File: src/rtl/muldiv_iter.sv
// Iterative RISC-V M-extension unit: shift-add multiply, restoring divide, one bit per cycle.
// Optional MULDIV_FAST_MUL_EN: multiplies finish in the accept cycle via one combinational multiply.
module muldiv_iter #(
    parameter int XLEN = 32
) (
    input  logic            clk,
    input  logic            rst,
    input  logic            start_i,
    input  logic [2:0]      op_i,
    input  logic [XLEN-1:0] operand1_i,
    input  logic [XLEN-1:0] operand2_i,
    input  logic            kill_i,
    output logic            busy_o,
    output logic            done_o,
    output logic [XLEN-1:0] result_o
);
    localparam int CW = $clog2(XLEN);

    localparam logic [2:0] OP_MUL    = 3'b000;
    localparam logic [2:0] OP_MULH   = 3'b001;
    localparam logic [2:0] OP_MULHSU = 3'b010;
    localparam logic [2:0] OP_DIV    = 3'b100;
    localparam logic [2:0] OP_REM    = 3'b110;

    localparam logic [XLEN-1:0]   ZERO_X  = {XLEN{1'b0}};
    localparam logic [XLEN-1:0]   ONES_X  = {XLEN{1'b1}};
    localparam logic [XLEN-1:0]   MIN_X   = {1'b1, {(XLEN-1){1'b0}}};
    localparam logic [2*XLEN-1:0] ZERO_2X = {(2*XLEN){1'b0}};

    typedef enum logic [1:0] {
        S_IDLE = 2'd0,
        S_CALC = 2'd1,
        S_FIX  = 2'd2,
        S_DONE = 2'd3
    } state_t;

    state_t            state_q, state_d;
    logic [CW-1:0]     cnt_q, cnt_d;
    logic [2:0]        op_q, op_d;
    logic [XLEN-1:0]   opb_q, opb_d;
    logic [2*XLEN-1:0] acc_q, acc_d;
    logic              neg_q, neg_d;
    logic              rem_neg_q, rem_neg_d;
    logic [XLEN-1:0]   result_q, result_d;

    logic              sgn1_s, sgn2_s;
    logic [XLEN-1:0]   mag1_s, mag2_s;
    logic              ovf_s;
    logic [XLEN:0]     mul_sum_s;
    logic [2*XLEN-1:0] mul_next_s;
    logic [XLEN:0]     div_shift_s, div_diff_s;
    logic [2*XLEN-1:0] div_next_s;
    logic [2*XLEN-1:0] prod_s;
    logic [XLEN-1:0]   quot_s, rem_s, fix_s;

    function automatic logic [XLEN-1:0] abs_val(input logic [XLEN-1:0] v, input logic neg);
        abs_val = neg ? (ZERO_X - v) : v;
    endfunction

    // Operand signedness, magnitudes and the signed-overflow case, decoded in the accept cycle
    always_comb begin
        case (op_i)
            OP_MULH, OP_DIV, OP_REM: begin
                sgn1_s = operand1_i[XLEN-1];
                sgn2_s = operand2_i[XLEN-1];
            end
            OP_MULHSU: begin
                sgn1_s = operand1_i[XLEN-1];
                sgn2_s = 1'b0;
            end
            default: begin
                sgn1_s = 1'b0;
                sgn2_s = 1'b0;
            end
        endcase
        mag1_s = abs_val(operand1_i, sgn1_s);
        mag2_s = abs_val(operand2_i, sgn2_s);
        ovf_s  = ((op_i == OP_DIV) || (op_i == OP_REM)) &&
                 (operand1_i == MIN_X) && (operand2_i == ONES_X);
    end

    // One iteration step: acc holds {partial, multiplier} or {remainder, dividend/quotient}
    always_comb begin
        mul_sum_s   = {1'b0, acc_q[2*XLEN-1:XLEN]} + (acc_q[0] ? {1'b0, opb_q} : {(XLEN+1){1'b0}});
        mul_next_s  = {mul_sum_s, acc_q[XLEN-1:1]};
        div_shift_s = acc_q[2*XLEN-1:XLEN-1];
        div_diff_s  = div_shift_s - {1'b0, opb_q};
        if (div_diff_s[XLEN]) begin
            div_next_s = {div_shift_s[XLEN-1:0], acc_q[XLEN-2:0], 1'b0};
        end else begin
            div_next_s = {div_diff_s[XLEN-1:0], acc_q[XLEN-2:0], 1'b1};
        end
    end

    // Sign correction and result-half selection once iteration is complete
    always_comb begin
        prod_s = neg_q ? (ZERO_2X - acc_q) : acc_q;
        quot_s = neg_q ? (ZERO_X - acc_q[XLEN-1:0]) : acc_q[XLEN-1:0];
        rem_s  = rem_neg_q ? (ZERO_X - acc_q[2*XLEN-1:XLEN]) : acc_q[2*XLEN-1:XLEN];
        if (op_q[2]) begin
            fix_s = op_q[1] ? rem_s : quot_s;
        end else if (op_q[1:0] == OP_MUL[1:0]) begin
            fix_s = prod_s[XLEN-1:0];
        end else begin
            fix_s = prod_s[2*XLEN-1:XLEN];
        end
    end

`ifdef MULDIV_FAST_MUL_EN
    logic [2*XLEN-1:0] fast_a_s, fast_b_s, fast_p_s;
    logic [XLEN-1:0]   fast_res_s;

    // Single-cycle multiply on sign/zero-extended operands
    always_comb begin
        fast_a_s   = {{XLEN{sgn1_s}}, operand1_i};
        fast_b_s   = {{XLEN{sgn2_s}}, operand2_i};
        fast_p_s   = fast_a_s * fast_b_s;
        fast_res_s = (op_i == OP_MUL) ? fast_p_s[XLEN-1:0] : fast_p_s[2*XLEN-1:XLEN];
    end
`endif

    // Next-state logic; kill overrides everything and leaves result untouched
    always_comb begin
        state_d   = state_q;
        cnt_d     = cnt_q;
        op_d      = op_q;
        opb_d     = opb_q;
        acc_d     = acc_q;
        neg_d     = neg_q;
        rem_neg_d = rem_neg_q;
        result_d  = result_q;
        if (kill_i) begin
            state_d = S_IDLE;
        end else begin
            case (state_q)
                S_IDLE: begin
                    if (start_i) begin
                        op_d      = op_i;
                        opb_d     = mag2_s;
                        acc_d     = {ZERO_X, mag1_s};
                        neg_d     = sgn1_s ^ sgn2_s;
                        rem_neg_d = sgn1_s;
                        cnt_d     = {CW{1'b0}};
                        if (op_i[2] && (operand2_i == ZERO_X)) begin
                            result_d = op_i[1] ? operand1_i : ONES_X;
                            state_d  = S_DONE;
                        end else if (ovf_s) begin
                            result_d = op_i[1] ? ZERO_X : operand1_i;
                            state_d  = S_DONE;
`ifdef MULDIV_FAST_MUL_EN
                        end else if (!op_i[2]) begin
                            result_d = fast_res_s;
                            state_d  = S_DONE;
`endif
                        end else begin
                            state_d = S_CALC;
                        end
                    end else begin
                        state_d = S_IDLE;
                    end
                end
                S_CALC: begin
                    acc_d = op_q[2] ? div_next_s : mul_next_s;
                    cnt_d = cnt_q + {{(CW-1){1'b0}}, 1'b1};
                    if (cnt_q == CW'(XLEN-1)) begin
                        state_d = S_FIX;
                    end else begin
                        state_d = S_CALC;
                    end
                end
                S_FIX: begin
                    result_d = fix_s;
                    state_d  = S_DONE;
                end
                S_DONE: begin
                    state_d = S_IDLE;
                end
                default: begin
                    state_d = S_IDLE;
                end
            endcase
        end
    end

    // State registers with synchronous active-low reset
    always_ff @(posedge clk) begin
        if (!rst) begin
            state_q   <= S_IDLE;
            cnt_q     <= {CW{1'b0}};
            op_q      <= 3'b000;
            opb_q     <= ZERO_X;
            acc_q     <= ZERO_2X;
            neg_q     <= 1'b0;
            rem_neg_q <= 1'b0;
            result_q  <= ZERO_X;
        end else begin
            state_q   <= state_d;
            cnt_q     <= cnt_d;
            op_q      <= op_d;
            opb_q     <= opb_d;
            acc_q     <= acc_d;
            neg_q     <= neg_d;
            rem_neg_q <= rem_neg_d;
            result_q  <= result_d;
        end
    end

    assign busy_o   = (state_q != S_IDLE);
    assign done_o   = (state_q == S_DONE) & ~kill_i;
    assign result_o = result_q;

endmodule

File: config.mk
export PLATFORM = sky130hd
export DESIGN_NAME = muldiv_iter
export DESIGN_NICKNAME = d
export VERILOG_FILES = /design/src/rtl/muldiv_iter.sv
export SDC_FILE = /design/constraint.sdc
export NUM_CORES = 1
export LEC_CHECK = 0
export ABC_CLOCK_PERIOD_IN_PS = 12050
export BUFFER_PORTS_ARGS = -buffer_cell sky130_fd_sc_hd__buf_2
export CAP_MARGIN = 20
export CORE_MARGIN = 4
export CORE_UTILIZATION = 25
export CTS_CLUSTER_DIAMETER = 150
export DETAILED_ROUTE_END_ITERATION = 8
export GPL_TIMING_DRIVEN = 0
export SETUP_SLACK_MARGIN = 0.05
export SYNTH_ARGS = -nofsm -noshare
export SYNTH_HDL_FRONTEND = slang
export SYNTH_SLANG_ARGS = --single-unit
File: constraint.sdc
create_clock -name clk -period 12.05 [get_ports clk]
set_clock_uncertainty 0.1 [all_clocks]
set_input_delay 3.615 -clock clk [delete_from_list [all_inputs] [get_ports clk]]
set_output_delay 3.615 -clock clk [all_outputs]
set_load 0.02 [all_outputs]
==> impl_results.md <==
- Final Hold Fails: 0
- Multi-input gate area: about 11000 sq um
- Clock-pin slew on the worst setup and hold paths: ~0.060 ns
- CTS resizes: 0
- CP most frequent cell: buf_2
- Fmax: approximately 120 MHz
- Largest net degree at the start of global routing: 17
- Synth cell types: 73
- CORE AREA: about 56000 sq um
- Data required, critical path: 8.34 ns
- Setup Buffers After CTS: 0
- Worst stage delay on the critical path: between 0.4 and 0.5 ns
- Share of the synthesized area in the top cell type: 0.198
- Clock buffer depth: 2
- Highest routed layer: met5
- Crit path launch type: input pin
- Critical-path cell list: buf_2 -> clkbuf_1 -> nor2_1 -> buf_2
- Placed wire-length estimate: between 40 and 50 mm
- Top-count cell post-synth: nand2_1
- Hold_buf cts: 0
- Max VDD drop: about 0.084 mV
- Leak: ~6.3 nW
- # IOs: between 100 and 150
- Slew at the pin with the worst max-slew slack: 0.996 ns
- Async set-or-reset flop fraction in the synthesized netlist: 0
- Slew Limit Fails: 0
- Initial DRC count: approximately 1900
- Crit share post-route: 0.681
- Via count: about 16000
- Clk_lat worst skew: around 0.45 ns
- Synth Net Count: around 2100
- Crit Path Category: in2out
- Area grow syn2layout: 14.6%
- Placement row count: 87
- H-tree Lvls: 4
- Vias per Instance: about 5.6
- Layout net count: about 2300
- Setup crit end kind: output pin
- Status: completed
- Synth Register Bits: 140
- CP top delay family: buffers and inverters
- GP Congestion: around 1.0
- Top post-synthesis cells by count: 191 x nand2_1, 184 x a21oi_1, 182 x nor2_1
- Area of the die: between 60000 and 70000 sq um
- Die X: ~250 microns
- Switching Power: roughly 0.52 mW
- Port bufs: slightly above 100
- Met3 routed WL: 5.78 mm
- Area contributors post-synth: dfxtp_1 20%, xnor2_1 7.1%, a21oi_1 6.5%, ha_1 6.3%, o21ai_0 5.9%
- Vias in the first global route: 14500
- Register share of total power: 0.339
- Drt pass-1 iters: 6
- Synth Flop Type: dfxtp_1
- Final worst slack: just under 4 ns
- Clk sink count: 140
- Wirelength per Cell: ~21 microns
- Switch share: 0.356
- CTS Root Cell: clkbuf_16
- Crit-path max FO: 10
- Initial antenna violation count: 4
- Ant diodes: 0
- GR Util All Layers: 0.195
- CP max stage cell: clkbuf_1
- Post-synth EDFFs: 0
- Total Wirelength: ~62 mm
- Final setup viols: 0
- Netlist Area Pre-Place: about 14000 sq um
- Chip height: 246 microns
- First-pass GRT wire length: a little over 90 mm
- Hold Crit Class: reg2reg
- Placed cells: 2852
- Syn Inst Count: between 1500 and 2000
- RSZ-0062 raised after global routing: false
- Data arrival, critical path: between 4 and 5 ns
- Final cell count without fillers: between 2000 and 3000
- Setup TNS: 0 ns
- Initial Util: 0.252
- FILL cells: roughly 6200
- Max Cap Violations: 0
- Period minus WS final: between 8 and 9 ns
- CTS tree: yes
- Logic pwr share: 0.275
- Layout cells sized above 1: 0.0779
- CTS Buf Count: 17
- Dpl ws: between 3 and 4 ns
- Area leader, netlist: dfxtp_1
- Yosys Warn Count: 0
- Antenna-violating nets left: 0
- Worst Path Buf+Inv: 3
- Met2 WL: 26.7 mm
- WHS: around 0.36 ns
- Sequential area share after synthesis: 0.198
- Clk pwr share: 0.386
- Slew margin rel.: 0.334
- Internal: ~0.94 mW
- DRC Markers: 0
- DRT met1 WL: between 20 and 30 mm
- Mean area per synthesized cell: roughly 7.1 sq um
- Register area: between 2000 and 3000 sq um
- Power Density: around 90 nW/um^2
- Gr ovfl total: 0
[power by group through the flow]
stage                     sequential, mW  combinational, mW  clock [mW]
after floorplan                    0.500              0.253           0
after global placement             0.506              0.390           0
after detailed placement           0.506              0.391           0
after CTS                          0.496              0.393       0.565
after global routing               0.498              0.434       0.581
final                              0.496              0.403       0.565
[worst min-delay path, delay by kind of cell (launching register included)]
family	cells	cell delay (ns)
AO/OA/AOI/OAI	1	0.05
flip-flops	1	0.31
AND/OR/NAND/NOR	1	0.05
[area by class of cell]
| type | instances | share of cell area |
|---|---|---|
| multi-input cells | 1652 | 0.653 |
| clock inverters | 14 | 0.0104 |
| clock buffers | 18 | 0.0270 |
| plain buffers | 148 | 0.0342 |
| inverters | 55 | 0.0127 |
| repair buffers | 103 | 0.0317 |
| flip-flops and latches | 140 | 0.173 |
| well taps | 756 | 0.0582 |
[path summary, 6_finish.rpt]
check / from / end / slack (ns) / cells after the start
worst max-delay path: kill_i / done_o / 3.85 / 4
worst max register to register: acc_q[31] / acc_q[37] / 7.04 / 13
worst min register to register: result_o[28] / result_o[28] / 0.36 / 2
worst min-delay path: result_o[28] / result_o[28] / 0.36 / 2
[metrics by stage]
stage | total power, mW | instance area (sq um) | utilization
global placement | 0.896 | 15600 | 0.278
floorplan | 0.753 | 14200 | -
global route | 1.51 | 16200 | 0.289
detailed placement | 0.897 | 15600 | 0.278
CTS | 1.45 | 16200 | 0.289
finish | 1.47 | 16200 | 0.289
[layer usage]
metal,vias to the layer above,global-route usage
met5,-,0
met4,8,0.0796
met3,155,0.0417
met2,779,0.304
met1,7628,0.263
li1,7510,-
[logic make-up (layout without fill, tap and decap cells)]
| logic type | after synthesis | count (layout) | synth area share |
|---|---|---|---|
| adders and majority gates | 73 | 73 | 0.0655 |
| buffers and inverters | 203 | 338 | 0.0538 |
| muxes | 36 | 36 | 0.0257 |
| xor gates and xnor gates | 192 | 192 | 0.119 |
| DFF | 140 | 140 | 0.198 |
| AOI/OAI and AO/OA | 677 | 677 | 0.307 |
| and+or+nand+nor | 674 | 674 | 0.232 |
[state kept, by name (all words and copies together) (netlist names)]
| signal | flops |
|---|---|
| acc_q | 64 |
| opb_q | 32 |
| result_o | 32 |
| cnt_q | 5 |
| op_q | 3 |
| state_q | 2 |
| neg_q | 1 |
| rem_neg_q | 1 |
[layout by cell type (no fill, tap or decap), drive strengths merged, types with 15 or more instances in the layout]
| cell type | count |
|---|---|
| o41ai | 15 |
| or3 | 35 |
| o211a | 28 |
| inv | 56 |
| a22oi | 25 |
| ha | 71 |
| and2 | 15 |
| or4 | 23 |
| buf | 110 |
| or2 | 17 |
| a21oi | 184 |
| o21ai | 174 |
| nand3 | 41 |
| nand4 | 21 |
| a21o | 24 |
| nand2 | 191 |
| nor2b | 44 |
| a211oi | 54 |
| a31oi | 23 |
| o211ai | 23 |
| xnor2 | 115 |
| nand2b | 21 |
| nor2 | 182 |
| o31ai | 35 |
| dfxtp | 140 |
| nor3 | 37 |
| mux2i | 33 |
| xor2 | 77 |
| clkbuf | 159 |
Power figures use the tool's default switching activity.
